`src/rtl/lagarto_dcache_req_arbiter_pkg.sv`:
```
// Shared types for the Lagarto dcache request arbiter: cache geometry, FSM states,
// and the packed load/store holding-register layouts.
package drac_pkg;
  localparam int DCACHE_INDEX_WIDTH = 12;
  localparam int DCACHE_TAG_WIDTH   = 44;

  typedef enum logic [2:0] {
    IDLE, LD_REQ, LD_TAG, LD_WAIT, ST_REQ, DRAIN
  } arb_state_t;

  typedef struct packed {
    logic [DCACHE_INDEX_WIDTH-1:0] index;
    logic [DCACHE_TAG_WIDTH-1:0]   tag;
    logic [7:0]                    be;
    logic [1:0]                    size;
  } ld_hold_t;

  typedef struct packed {
    logic [DCACHE_INDEX_WIDTH-1:0] index;
    logic [DCACHE_TAG_WIDTH-1:0]   tag;
    logic [63:0]                   wdata;
    logic [7:0]                    be;
    logic [1:0]                    size;
  } st_hold_t;
endpackage

```
`src/rtl/lagarto_dcache_req_arbiter.sv`:
```
// Merges the core's load and store channels onto the single L1 dcache port, sequencing
// VIPT index/tag phases, load kill/drain, and store anti-starvation.
module lagarto_dcache_req_arbiter
  import drac_pkg::*;
#(
  parameter int          INDEX_W      = DCACHE_INDEX_WIDTH,
  parameter int          TAG_W        = DCACHE_TAG_WIDTH,
  parameter int unsigned STARVE_LIMIT = 4
) (
  input  logic               clk_i,
  input  logic               rstn_i,
  input  logic [INDEX_W-1:0] ld_index_i,
  input  logic [TAG_W-1:0]   ld_tag_i,
  input  logic [7:0]         ld_be_i,
  input  logic [1:0]         ld_size_i,
  input  logic               ld_valid_i,
  input  logic               ld_kill_i,
  input  logic [INDEX_W-1:0] st_index_i,
  input  logic [TAG_W-1:0]   st_tag_i,
  input  logic [63:0]        st_wdata_i,
  input  logic [7:0]         st_be_i,
  input  logic [1:0]         st_size_i,
  input  logic               st_valid_i,
  output logic               ld_ready_o,
  output logic               st_ready_o,
  output logic [INDEX_W-1:0] req_index_o,
  output logic [TAG_W-1:0]   req_tag_o,
  output logic [63:0]        req_wdata_o,
  output logic               req_valid_o,
  output logic               req_we_o,
  output logic [7:0]         req_be_o,
  output logic [1:0]         req_size_o,
  output logic               req_tag_valid_o,
  output logic               req_kill_o,
  input  logic               gnt_i,
  input  logic               rvalid_i,
  input  logic [63:0]        rdata_i,
  output logic               ld_resp_valid_o,
  output logic [63:0]        ld_resp_data_o,
  output logic               st_done_o,
  output logic               busy_o
);
  arb_state_t  state, state_nxt;
  ld_hold_t    ld_q;
  st_hold_t    st_q;
  logic        ld_full, st_full;
  logic [2:0]  starve_cnt;
  logic [63:0] rdata_q;
  logic        resp_q, done_q, kill_q;

  logic ld_take, st_take, in_ld, kill, ld_avail, st_avail, ld_first, ld_clr, st_clr;

  assign ld_take  = ld_valid_i & ~ld_full;
  assign st_take  = st_valid_i & ~st_full;
  assign in_ld    = state inside {LD_REQ, LD_TAG, LD_WAIT};
  assign kill     = ld_kill_i & in_ld;
  // IDLE looks at the incoming request too, so an accepted op starts on the next cycle.
  assign ld_avail = (ld_full & ~ld_kill_i) | ld_take;
  assign st_avail = st_full | st_take;
  assign ld_first = ld_avail & (~st_avail | ({29'd0, starve_cnt} < STARVE_LIMIT));
  assign ld_clr   = ld_full & ((ld_kill_i & (in_ld | state == IDLE)) |
                               (state == LD_WAIT & rvalid_i));
  assign st_clr   = (state == ST_REQ) & gnt_i;

  always_comb begin
    state_nxt = state;
    case (state)
      IDLE:    if (ld_first) state_nxt = LD_REQ;
               else if (st_avail) state_nxt = ST_REQ;
      LD_REQ:  if (ld_kill_i) state_nxt = gnt_i ? DRAIN : IDLE;
               else if (gnt_i) state_nxt = LD_TAG;
      LD_TAG:  state_nxt = ld_kill_i ? DRAIN : LD_WAIT;
      LD_WAIT: if (rvalid_i) state_nxt = IDLE;
               else if (ld_kill_i) state_nxt = DRAIN;
      ST_REQ:  if (gnt_i) state_nxt = IDLE;
      DRAIN:   if (rvalid_i) state_nxt = IDLE;
      default: state_nxt = IDLE;
    endcase
  end

  always_ff @(posedge clk_i or negedge rstn_i) begin
    if (!rstn_i) begin
      state      <= IDLE;
      ld_q       <= '0;
      st_q       <= '0;
      ld_full    <= 1'b0;
      st_full    <= 1'b0;
      starve_cnt <= '0;
      rdata_q    <= '0;
      resp_q     <= 1'b0;
      done_q     <= 1'b0;
      kill_q     <= 1'b0;
    end else begin
      state  <= state_nxt;
      resp_q <= (state == LD_WAIT) & rvalid_i & ~ld_kill_i;
      done_q <= st_clr;
      kill_q <= kill;
      if ((state == LD_WAIT) & rvalid_i) rdata_q <= rdata_i;
      if (ld_clr) ld_full <= 1'b0;
      else if (ld_take) begin
        ld_full <= 1'b1;
        ld_q    <= '{index: ld_index_i, tag: ld_tag_i, be: ld_be_i, size: ld_size_i};
      end
      if (st_clr) st_full <= 1'b0;
      else if (st_take) begin
        st_full <= 1'b1;
        st_q    <= '{index: st_index_i, tag: st_tag_i, wdata: st_wdata_i,
                     be: st_be_i, size: st_size_i};
      end
      // Counts loads that overtook a waiting store; saturates at 7.
      if (!st_full || st_clr) starve_cnt <= '0;
      else if ((state == LD_REQ) && gnt_i && (starve_cnt != 3'd7)) starve_cnt <= starve_cnt + 3'd1;
    end
  end

  always_comb begin
    req_valid_o     = 1'b0;
    req_we_o        = 1'b0;
    req_tag_valid_o = 1'b0;
    req_index_o     = '0;
    req_tag_o       = '0;
    req_wdata_o     = '0;
    req_be_o        = '0;
    req_size_o      = '0;
    case (state)
      LD_REQ: begin
        req_valid_o = 1'b1;
        req_index_o = ld_q.index;
        req_be_o    = ld_q.be;
        req_size_o  = ld_q.size;
      end
      LD_TAG: begin
        req_tag_valid_o = 1'b1;
        req_index_o     = ld_q.index;
        req_tag_o       = ld_q.tag;
        req_be_o        = ld_q.be;
        req_size_o      = ld_q.size;
      end
      ST_REQ: begin
        req_valid_o     = 1'b1;
        req_we_o        = 1'b1;
        req_tag_valid_o = 1'b1;
        req_index_o     = st_q.index;
        req_tag_o       = st_q.tag;
        req_wdata_o     = st_q.wdata;
        req_be_o        = st_q.be;
        req_size_o      = st_q.size;
      end
      default: ;
    endcase
  end

  assign ld_ready_o      = ~ld_full;
  assign st_ready_o      = ~st_full;
  assign req_kill_o      = kill_q;
  assign ld_resp_valid_o = resp_q;
  assign ld_resp_data_o  = rdata_q;
  assign st_done_o       = done_q;
  assign busy_o          = (state != IDLE) | ld_full | st_full;
endmodule
```
`config.mk`:
```
export PLATFORM = sky130hd
export DESIGN_NAME = lagarto_dcache_req_arbiter
export DESIGN_NICKNAME = d
export VERILOG_FILES = /design/src/rtl/lagarto_dcache_req_arbiter_pkg.sv /design/src/rtl/lagarto_dcache_req_arbiter.sv
export SDC_FILE = /design/constraint.sdc
export NUM_CORES = 1
export LEC_CHECK = 0
export BUFFER_PORTS_ARGS = -buffer_cell sky130_fd_sc_hd__buf_4
export CAP_MARGIN = 5
export CORE_AREA = 8 8 178 180
export CTS_BUF_LIST = sky130_fd_sc_hd__clkbuf_2
export DETAILED_ROUTE_END_ITERATION = 7
export DIE_AREA = 0 0 186 188
export GPL_TIMING_DRIVEN = 0
export MAX_ROUTING_LAYER = met4
export PLACE_DENSITY = 0.68
export SLEW_MARGIN = 5
export SYNTH_ARGS = -nofsm -noshare
export SYNTH_HDL_FRONTEND = slang
export SYNTH_SLANG_ARGS = --single-unit
```
`constraint.sdc`:
```
create_clock -name clk_i -period 3 [get_ports clk_i]
set_clock_uncertainty 0.1 [all_clocks]
set_input_delay 0.3 -clock clk_i [delete_from_list [all_inputs] [get_ports clk_i]]
set_output_delay 0.3 -clock clk_i [all_outputs]
set_load 0.05 [all_outputs]
```
======== Yosys cells after proc, flatten, opt, wreduce, memory -nomap -nowiden ========
Cells that the tools add are included.
operators by class
  muxes and demuxes ....................... 25
  equal/unequal tests ..................... 11
  bitwise logic cells ..................... 23
  $lt $le $gt $ge ......................... 1
  reductions and logical operators ........ 16
  add/subtract/negate cells ............... 1
operators by type and width
  kind                                                             number
  44-bit case mux with 2 select lines                              1
  64-bit two-way mux                                               1
  3-bit two-way mux                                                12
  12-bit case mux with 2 select lines                              1
  3-bit case mux with 6 select lines                               1
  8-bit case mux with 2 select lines                               1
  3-bit inequality test, second input constant                     4
  1-bit AND                                                        10
  1-bit two-way mux                                                7
  1-bit OR                                                         7
  3-bit by 2-bit == test with 1-bit output, second input constant  2
  3-bit == test, second input constant                             2
  1-bit inverter                                                   6
  2-bit nonzero test                                               3
  3-bit nonzero test                                               2
  2-bit OR reduction                                               3
  5-bit AND reduction                                              1
  2-bit inequality test, second input constant                     2
  2-bit case mux with 2 select lines                               1
  2-bit AND reduction                                              2
  3-bit by 1-bit adder with 3-bit output, second input constant    1
  3-bit by 1-bit == test with 1-bit output, second input constant  1
  3-bit zero test                                                  1
  3-bit < comparator, second input constant                        1
  other kinds (3)                                                  4
word-level totals
  input bits .............................. 267
  output and inout bits ................... 203
  flip-flop bits (word level) ............. 271

======== Longest topological paths before layout ========
  depth in word-level cells ............... 8
  gate-level depth with buffers ........... 8

======== Worst setup path before layout ========
No wires, ideal clock.
  kind .................................... register -> output
  start ................................... register state[0]
  end ..................................... output req_wdata_o[54]
  stages on the path, launching flop included .. 6
  buffers on the path ..................... 1
  arrival time ............................ 1874 ps
  path slack .............................. 726 ps
  cell sequence ........................... dfrtp_1 > nor2_1 > nand2_1 > inv_2 > clkbuf_1 > and2_1
between the ends
  word-level cells in the longest chain between the ends .. 2
ends and longest elaborated chain
  item                    RTL line                           RTL
  start, declared         lagarto_dcache_req_arbiter.sv:43   arb_state_t state, state_nxt;
  start signal, assigned  lagarto_dcache_req_arbiter.sv:94   state <= state_nxt;
  3-bit == test           lagarto_dcache_req_arbiter.sv:125  case (state)
  64-bit two-way mux      lagarto_dcache_req_arbiter.sv:125
  end, declared           lagarto_dcache_req_arbiter.sv:28   output logic [63:0] req_wdata_o,
Every way passes these cells.

======== Final worst setup path ========
  start ................................... register state[1]
  end ..................................... output req_tag_o[37]
between the ends
  word-level cells in the longest chain between the ends .. 2
ends and longest elaborated chain
  item                                                                       RTL line                           RTL
  3-bit == test or 3-bit by 2-bit == test with 1-bit output (tied branches)  lagarto_dcache_req_arbiter.sv:125
  44-bit case mux with 2 select lines *                                      lagarto_dcache_req_arbiter.sv:125
  end, declared                                                              lagarto_dcache_req_arbiter.sv:27   output logic [TAG_W-1:0] req_tag_o,
Every way passes the cells marked *; elsewhere a longest branch is shown, timed or not.

==> results.sh <==
export IMPL_grt_pass1_wl_mm=64.1
export IMPL_postSynth_asyncResetShare_pct=100
export IMPL_rows=63
export IMPL_fillers=2110
export IMPL_part_of_the_yosys_area_used_for_sequential_elements_pct=59.7
export IMPL_finalWeightedCongestion=0.829
export IMPL_hold_path_class="in2reg"
export IMPL_clockBufferDepth=3
export IMPL_post_synth_inst_count=772
export IMPL_setup_worst_path_start_class="register"
export IMPL_final_net_count=1859
export IMPL_design_power_total_mw=18.9
export IMPL_drt_first_iter_violations=359
export IMPL_critical_path_cell_chain="buf_4, nor3b_4, buf_12, clkbuf_4, a22o_1, buf_6"
export IMPL_netlist_cell_type_count=37
export IMPL_layout_cell_area_non_filler_um2=19100
export IMPL_worst_ir_drop_vdd_v=0.000687
export IMPL_die_area_um2=35000
export IMPL_die_height_um=188
export IMPL_cp_max_fo=10
export IMPL_critical_path_top_delay_family="buffers and inverters"
export IMPL_cp_end_kind="output pin"
export IMPL_track_usage_pct=24.4
export IMPL_library_cell_occupying_the_most_area_in_the_post_synthesis_netlist="sky130_fd_sc_hd__dfrtp_1"
export IMPL_gr_total_overflow=0
export IMPL_area_growth_syn_to_layout_pct=68.1
export IMPL_routed_via_density=4.84
export IMPL_relSlewSlack_pct=45.9
export IMPL_timing_final_setup_violations=0
export IMPL_top_level_ports=470
export IMPL_synth_main_ff_cell="sky130_fd_sc_hd__dfrtp_1"
export IMPL_clk_transition_reported_paths_ns=0.11
export IMPL_numCtsBuffers=73
export IMPL_dr_wl_met3_mm=3.48
export IMPL_tns_ns=0
export IMPL_post_route_min_period_ns=2.83
export IMPL_antenna_found_initial=5
export IMPL_critPathBufInv=4
export IMPL_netlist_top_cells_count="271 x sky130_fd_sc_hd__dfrtp_1, 160 x sky130_fd_sc_hd__mux2_2, 100 x sky130_fd_sc_hd__mux2_1, 66 x sky130_fd_sc_hd__a22o_1, 64 x sky130_fd_sc_hd__and2_1"
export IMPL_final_instance_count_excl_fill=2035
export IMPL_route_final_wire_length_mm=42.0
export IMPL_max_cap_viol_count=0
export IMPL_detailed_place_area_um2=15400
export IMPL_min_period_over_period_pct=94.2
export IMPL_worst_ep_arrival_time_ns=2.43
export IMPL_tritoncts="yes"
export IMPL_yosys_area_top_type_share_pct=59.7
export IMPL_clkSinkCount=271
export IMPL_detail_route_antenna_nets=0
export IMPL_critical_path_class="reg2out"
export IMPL_cellPowerDensity_nw_per_um2=988
export IMPL_wl_per_cell_um=20.7
export IMPL_core_area_um2=29000
export IMPL_worst_path_largest_cell_delay_ns=0.41
export IMPL_topRoutingLayerUsed="met4"
export IMPL_hold_viol_final=0
export IMPL_synthesis_area_um2=11400
export IMPL_wl_met1_mm=15.9
export IMPL_vias=9841
export IMPL_tightest_slew_ns=0.812
export IMPL_route_detailed_drc=0
export IMPL_via_count_of_the_first_global_routing_pass=11200
export IMPL_dpl_cell_count=1633
export IMPL_syn_area_per_cell_um2=14.7
export IMPL_pin_count_of_the_biggest_net_entering_global_routing=113
export IMPL_die_width_um=186
export IMPL_hold_ws_ns=0.150
export IMPL_power_leakage_nw=9.30
export IMPL_status="completed"
export IMPL_drive_gt1_share_pct=49.1
export IMPL_postSynthNetCount=1041
export IMPL_synth_area_leaders="sky130_fd_sc_hd__dfrtp_1 60%, sky130_fd_sc_hd__mux2_2 16%, sky130_fd_sc_hd__mux2_1 9.9%"
export IMPL_crit_path_top_delay_cell="sky130_fd_sc_hd__dfrtp_1"
export IMPL_place_hpwl_mm=28.6
export IMPL_yosys_register_bits=271
export IMPL_yosysMostFrequentCell="sky130_fd_sc_hd__dfrtp_1"
export IMPL_start_util_pct=39.2
export IMPL_cts_root_buf="sky130_fd_sc_hd__clkbuf_2"
export IMPL_maxSlewViolCount=0
export IMPL_routed_wl_met2_mm=21.5
export IMPL_synth_warnings=0
export IMPL_timing_critical_path_required_ns=2.60
export IMPL_maxClockFrequency_ghz=0.354
export IMPL_drt_first_pass_iters=4
export IMPL_htree_levels=3
export IMPL_worstSkewPairLatency_ns=0.82
export IMPL_synth_enable_flop_cells=0
export IMPL_placement_io_buffers=469
## cell families after synthesis
logic type / share of synthesized area [%]
buf+inv: 2.70
compound gates: 5.98
fa+ha+maj: 0.220
flops: 59.7
mux: 26.0
xor+xnor: 0.231
simple gates: 5.21
## worst min-delay path, stage by stage
cell,delay (ns)
sky130_fd_sc_hd__dlygate4sd3_1,0.52
sky130_fd_sc_hd__buf_4,0.10
sky130_fd_sc_hd__mux2_2,0.12
## worst paths after layout
kind,startpoint,to,slack [ns],depth (start not counted)
hold / removal,rdata_i[7],ld_resp_data_o[7],0.15,3
hold reg to reg,st_q[16],st_q[16],0.38,1
setup / recovery,state[1],req_tag_o[37],0.17,6
max in group asynchronous,rstn_i,ld_q[33],1.67,4
min in group asynchronous,rstn_i,ld_resp_data_o[12],0.57,4
setup reg to reg,ld_full,ld_q[55],0.42,5
## cell type report
type	count	area, um2	area share, %
diodes	5	12.5	0.0655
plain buffers	52	413	2.16
clock buffers	102	510	2.67
clock inverters	23	131	0.688
inverters	4	20.0	0.105
multi-input cells	444	4310	22.6
flip-flops and latches	271	6780	35.5
well taps	390	488	2.56
repair buffers	744	6430	33.7
## cell usage in the layout, fill, tap and decap left out, drive strengths merged
| cell type | Yosys | layout |
|---|---|---|
| buf | 27 | 512 |
| dfrtp | 271 | 271 |
| dlygate4sd3 | 0 | 268 |
| mux2 | 260 | 260 |
| clkbuf | 26 | 118 |
| a22o | 66 | 66 |
| and2 | 65 | 65 |
| clkinv | 0 | 18 |
| nor2 | 10 | 10 |
| inv | 4 | 6 |
| diode | 0 | 5 |
| nand2 | 5 | 5 |
| o21ai | 5 | 5 |
| nor3 | 4 | 4 |
| xnor2 | 3 | 3 |
| nand3b | 3 | 3 |
| nand2b | 2 | 2 |
| mux2i | 2 | 2 |
| nor2b | 2 | 2 |
| ha | 2 | 2 |
| clkinvlp | 0 | 2 |
| nor3b | 2 | 2 |
| or2 | 1 | 1 |
| nand4b | 1 | 1 |
| o221a | 1 | 1 |
| or3b | 1 | 1 |
| or4b | 1 | 1 |
| a31oi | 1 | 1 |
| o22ai | 1 | 1 |
| a211oi | 1 | 1 |
| o21ba | 1 | 1 |
| a21boi | 1 | 1 |
| o221ai | 1 | 1 |
| a32o | 1 | 1 |
| a31o | 1 | 1 |
| bufinv | 0 | 1 |
## metal layers
metal	global-route usage (%)	up-vias
met4	8.46	0
met2	41.6	412
li1	-	4431
met3	7.14	88
met1	26.7	4910
met5	-	-
## sequential cells by signal, summed over array words and instances, names as in the netlist
register,flops
ld_q,66
st_done_o,1
state,3
ld_full,1
ld_resp_valid_o,1
ld_resp_data_o,64
starve_cnt,3
st_full,1
req_kill_o,1
st_q,130
## repair_timing
item | 4_1_cts | 5_1_grt
hold endpoints to repair | 542 | 0
pin swaps | 0 | 0
hold buffers | 269 | 0
endpoints found under the setup margin | 131 | 129
resized for setup | 67 | 29
setup buffers | 2 | 2
## metrics by stage
step	setup slack (ns)	util, %
finish	0.174	65.8
global placement	-0.910	53.0
global route	-0.0117	65.8
detailed placement	-0.295	53.2
CTS	0.00152	65.5
floorplan	0.726	-
## where the power goes
group	internal (mW)	total, mW	switching (mW)
sequential	5.31	6.18	0.872
clock	1.01	2.60	1.59
combinational	3.94	10.1	6.13
Power figures use the tool's default switching activity.
